**src/rtl/muldiv_sequencer.sv**
```systemverilog
// Iterative MULT/MULTU/DIV/DIVU unit owning HI/LO: one datapath bit per cycle,
// WIDTH+1 edges per operation, busy stalls the pipeline, start ignored while busy.
module muldiv_sequencer #(
  parameter int WIDTH = 32
) (
  input  logic             clk,
  input  logic             reset,
  input  logic             start,
  input  logic [1:0]       op,
  input  logic [WIDTH-1:0] input1,
  input  logic [WIDTH-1:0] input2,
  output logic             busy,
  output logic             done,
  output logic [WIDTH-1:0] hi,
  output logic [WIDTH-1:0] lo,
  output logic             div_zero
);

  localparam int CW = $clog2(WIDTH + 1);

  typedef enum logic [1:0] {
    IDLE,
    RUN,
    FIX
  } state_t;

  state_t             state;
  logic               is_div;
  logic               neg_q;
  logic               neg_r;
  logic [WIDTH-1:0]   mag_a;
  logic [WIDTH-1:0]   mag_b;
  logic [2*WIDTH-1:0] acc;
  logic [CW-1:0]      cnt;

  logic               sign_a;
  logic               sign_b;
  logic [WIDTH-1:0]   abs_a;
  logic [WIDTH-1:0]   abs_b;
  logic [WIDTH:0]     mul_sum;
  logic [WIDTH:0]     div_trial;
  logic [WIDTH:0]     div_diff;
  logic               div_ok;
  logic [2*WIDTH-1:0] acc_next;
  logic [2*WIDTH-1:0] prod_neg;
  logic [WIDTH-1:0]   fix_hi;
  logic [WIDTH-1:0]   fix_lo;

  assign busy = (state != IDLE);

  // Magnitudes are unsigned, so |-2^(WIDTH-1)| fits without overflow.
  always_comb begin
    sign_a = input1[WIDTH-1] & ~op[0];
    sign_b = input2[WIDTH-1] & ~op[0];
    abs_a  = sign_a ? (~input1 + 1'b1) : input1;
    abs_b  = sign_b ? (~input2 + 1'b1) : input2;
  end

  // Multiply: acc = {partial product, remaining multiplier bits}.
  // Divide:   acc = {partial remainder, dividend bits / quotient bits}.
  always_comb begin
    mul_sum   = {1'b0, acc[2*WIDTH-1:WIDTH]} + (acc[0] ? {1'b0, mag_a} : '0);
    div_trial = {acc[2*WIDTH-1:WIDTH], acc[WIDTH-1]};
    div_diff  = div_trial - {1'b0, mag_b};
    div_ok    = ~div_diff[WIDTH];
    if (is_div) begin
      acc_next = {(div_ok ? div_diff[WIDTH-1:0] : div_trial[WIDTH-1:0]),
                  acc[WIDTH-2:0], div_ok};
    end else begin
      acc_next = {mul_sum, acc[WIDTH-1:1]};
    end
  end

  always_comb begin
    prod_neg = ~acc + 1'b1;
    if (is_div) begin
      fix_hi = neg_r ? (~acc[2*WIDTH-1:WIDTH] + 1'b1) : acc[2*WIDTH-1:WIDTH];
      fix_lo = neg_q ? (~acc[WIDTH-1:0] + 1'b1) : acc[WIDTH-1:0];
    end else begin
      fix_hi = neg_q ? prod_neg[2*WIDTH-1:WIDTH] : acc[2*WIDTH-1:WIDTH];
      fix_lo = neg_q ? prod_neg[WIDTH-1:0] : acc[WIDTH-1:0];
    end
  end

  always_ff @(posedge clk or posedge reset) begin
    if (reset) begin
      state    <= IDLE;
      done     <= 1'b0;
      hi       <= '0;
      lo       <= '0;
      div_zero <= 1'b0;
      cnt      <= '0;
      acc      <= '0;
      mag_a    <= '0;
      mag_b    <= '0;
      is_div   <= 1'b0;
      neg_q    <= 1'b0;
      neg_r    <= 1'b0;
    end else begin
      done <= 1'b0;
      case (state)
        IDLE: begin
          if (start) begin
            div_zero <= 1'b0;
            cnt      <= '0;
            is_div   <= op[1];
            neg_q    <= sign_a ^ sign_b;
            neg_r    <= sign_a;
            mag_a    <= abs_a;
            mag_b    <= abs_b;
            acc      <= {{WIDTH{1'b0}}, (op[1] ? abs_a : abs_b)};
            // Zero divisor resolves on the accepting edge and never raises busy.
            if (op[1] && (input2 == '0)) begin
              hi       <= input1;
              lo       <= '1;
              div_zero <= 1'b1;
              done     <= 1'b1;
            end else begin
              state <= RUN;
            end
          end
        end
        RUN: begin
          acc <= acc_next;
          cnt <= cnt + 1'b1;
          if (cnt == CW'(WIDTH - 1)) begin
            state <= FIX;
          end
        end
        FIX: begin
          hi    <= fix_hi;
          lo    <= fix_lo;
          done  <= 1'b1;
          state <= IDLE;
        end
        default: state <= IDLE;
      endcase
    end
  end

endmodule
```
**config.mk**
```make
export PLATFORM = sky130hd
export DESIGN_NAME = muldiv_sequencer
export DESIGN_NICKNAME = d
export VERILOG_FILES = /design/src/rtl/muldiv_sequencer.sv
export SDC_FILE = /design/constraint.sdc
export NUM_CORES = 1
export LEC_CHECK = 0
export CAP_MARGIN = 25
export CORE_AREA = 2 2 147 207
export CTS_CLUSTER_SIZE = 30
export DETAILED_ROUTE_END_ITERATION = 10
export DIE_AREA = 0 0 149 209
export PLACE_DENSITY = 0.74
export SKIP_CTS_REPAIR_TIMING = 1
export SYNTH_ARGS = -nofsm -noshare
export SYNTH_HDL_FRONTEND = slang
export SYNTH_SLANG_ARGS = --single-unit
```
**constraint.sdc**
```tcl
create_clock -name clk -period 6.3 [get_ports clk]
set_input_delay 0.945 -clock clk [delete_from_list [all_inputs] [get_ports clk]]
set_output_delay 0.945 -clock clk [all_outputs]
set_load 0.005 [all_outputs]
```
==> metrics.md <==
| Metric | Value |
|---|---|
| P_sw | around 0.0048 W |
| Largest net degree at the start of global routing | 174 |
| GRT Total Usage | 31.3% |
| Row cnt | 75 |
| Drt pass-1 iters | 6 |
| Die Width | 149 um |
| I/O Pins | 136 |
| Fin crit share | approximately 73% |
| Post-Syn Area | around 16,000 sq um |
| VDD IR-drop max | 0.365 mV |
| Final Skew | 0.0150 ns |
| GP Congestion | 0.960 |
| Part of the Yosys area used for sequential elements | 32.8% |
| Clock root cell | clkbuf_16 |
| Clk_lat worst skew | 0.53 ns |
| Tmin final | approximately 4.6 ns |
| Final Util | 60.4% |
| Post-route cell area | 17,800 sq um |
| Synth Flop Type | dfrtp_1 |
| Yosys Warn Count | 0 |
| Sw frac | 48.5% |
| Max FO, Critical Path | 82 |
| Initial Util | between 50% and 60% |
| # diodes | 0 |
| Synthesized netlist cell count | 1,906 |
| Clock power frac | between 10% and 20% |
| HPWL after DPL | 36.7 mm |
| Post-Place Setup Slack | 1.29 ns |
| Total power | 0.00982 W |
| FMAX | approximately 220 MHz |
| Yosys top cell area share | between 30% and 40% |
| Crit path DAT | approximately 5 ns |
| Setup TNS | 0 ns |
| Nets | 2,101 |
| WP data required | 6.68 ns |
| Crit. End Element | register |
| Mean Syn Cell Area | 8.20 sq um |
| ANT nets after route | 0 |
| Post-synth EDFFs | 0 |
| WS Path Type | in -> reg |
| Vias in the first global route | 14.4k |
| RSZ-0062 raised after global routing | no |
| Maxcap violations | 0 |
| Clock Tree Buf Depth | 3 |
| Sequential power share | 25.0% |
| PwrDens | 552 nW/um^2 |
| Post-DP Area | 17,100 sq um |
| Die H | approximately 210 um |
| CP Launch Type | primary input |
| Area leader, netlist | dfrtp_1 |
| Core area | 29,500 sq um |
| # DRC | 0 |
| Area contributors post-synth | dfrtp_1, o21ai_0, xor2_1 |
| Clock transition at path regs | around 0.060 ns |
| Final wirelength | 49.0 mm |
| Synth-to-layout area growth | 13.9% |
| Final slew viol count | 0 |
| Synth cell types | 68 |
| Initial antenna violation count | 1 |
| Avg WL per Cell | approximately 21 um |
| Overflow after GRT | 0 |
| Synth Net Count | approximately 2k |
| Sink Count | 205 |
| Worst slew margin | 28.4% |
| Worst min-delay path category | reg -> reg |
| DR iter-0 viols | about 1.2k |
| Asr flop ratio synth | 100% |
| Final WS setup | 1.70 ns |
| Cell internal pwr | between 0.005 and 0.006 W |
| Routed vias | 14.8k |
| Layout cell share with drive strength beyond 1 | 3.75% |
| Final hold vios | 0 |
| First-pass GRT wire length | around 77 mm |
| Port bufs | 135 |
| Final setup viols | 0 |
| Worst-margin pin slew | 1.07 ns |
| Max H-tree Level | 1 |
| CTS tree | yes |
| CTS buffer count | 22 |
| Vias per cell | 6.26 |
| Combinational Power Share | between 60 and 70% |
| Outcome | finished, final reports clean |
| Flops & latches, synth | 205 |
| LEAKAGE | 7.40 nW |
| Die area | 31,100 sq um |
worst max-delay path, stage by stage:
cell	delay, ns
clkdlybuf4s50_1	0.47
or4_1	0.62
nor4_2	0.41
nand3_1	0.29
or3_1	0.46
nor4_2	0.33
and3_4	0.92
nor2b_1	0.12
a211oi_1	0.32
a21oi_1	0.09
cell families (layout without fill, tap and decap cells):
kind of cell / count (synthesis) / count (layout) / synth area share (%)
simple gates: 579 / 579 / 18.1
mux: 76 / 76 / 4.88
fa+ha+maj: 71 / 71 / 5.78
compound gates: 616 / 616 / 24.0
xor+xnor: 171 / 171 / 9.58
flops: 205 / 205 / 32.8
buf+inv: 188 / 255 / 4.85
registers in the layout, indices dropped and copies added (netlist names):
signal / count
is_div: 1
mag_a: 32
neg_q: 1
done: 1
mag_b: 32
acc: 64
hi: 32
lo: 32
neg_r: 1
state: 2
div_zero: 1
cnt: 6
power groups by stage:
| stage | logic [W] | registers (W) | clock network [W] |
|---|---|---|---|
| after floorplan | 0.00464 | 0.00219 | 0 |
| after global placement | 0.00590 | 0.00243 | 0 |
| after detailed placement | 0.00598 | 0.00245 | 0 |
| after CTS | 0.00602 | 0.00243 | 0.00128 |
| after global routing | 0.00675 | 0.00252 | 0.00133 |
| final | 0.00609 | 0.00246 | 0.00127 |
cell type report:
| class | count | area (sq um) |
|---|---|---|
| fill | 2640 | 11700 |
| multi-input combinational | 1513 | 9780 |
| sequential | 205 | 5130 |
| clock inverter | 7 | 65.1 |
| clock buffer | 29 | 608 |
| timing repair buffer | 151 | 1480 |
| tap | 385 | 482 |
| inverter | 68 | 259 |
synth_stat cells (4+ instances only):
cell type / n
nand2_1: 190
nor3_1: 73
o21ai_1: 22
o31ai_1: 21
o41ai_1: 8
a2111oi_0: 7
o221ai_1: 10
a31oi_1: 16
nor2b_1: 32
or4_1: 13
o21ai_0: 182
a211oi_1: 65
inv_1: 68
buf_1: 12
nor2_1: 103
ha_1: 69
nand3_1: 28
o211ai_1: 20
o21a_1: 8
nor4_1: 17
buf_2: 8
a41oi_1: 4
o21bai_1: 8
a21o_1: 27
a21oi_1: 171
nand4_1: 16
or2_2: 4
or3_1: 17
and3_1: 5
and2_1: 38
mux2i_1: 74
nand3b_1: 5
xor2_1: 103
clkbuf_1: 92
a22oi_1: 22
nand2b_1: 21
xnor2_1: 68
dfrtp_1: 205
buf_6: 4
worst paths after layout:
path                       startpoint  endpoint  slack [ns]  depth (start not counted)
setup / recovery            input2[7]    hi[29]        1.70                         10
hold / removal               mag_a[6]  mag_a[6]        0.48                          2
setup reg to reg              acc[31]   acc[60]        1.75                         12
hold reg to reg              mag_a[6]  mag_a[6]        0.48                          2
max in group asynchronous       reset   acc[54]        3.97                          3
min in group asynchronous       reset    cnt[1]        0.92                          2
metrics by stage:
stage | hold WS [ns] | std cells
6_report | 0.477 | 2358
5_1_grt | 0.500 | 2358
4_1_cts | 0.482 | 2358
3_5_place_dp | 0.463 | 2322
3_3_place_gp | 0.453 | 2322
2_1_floorplan | 0.438 | 1906
placed cells by master, fill, tap and decap left out, types with 68 or more instances in the layout:
cell type | Yosys | final
dfrtp_1 | 205 | 204
nand2_1 | 190 | 189
o21ai_0 | 182 | 182
a21oi_1 | 171 | 171
clkdlybuf4s50_1 | 0 | 134
xor2_1 | 103 | 103
nor2_1 | 103 | 102
mux2i_1 | 74 | 74
nor3_1 | 73 | 73
ha_1 | 69 | 69
xnor2_1 | 68 | 68
layer usage:
metal	track usage (%)	vias up	share of wire, %
met1	39.2	7063	40
met2	54.0	581	49
met5	0	-	0.014
li1	-	6972	-
met3	3.84	142	6.8
met4	13.4	2	4.7
No activity file was read; power rests on OpenSTA's default activity.
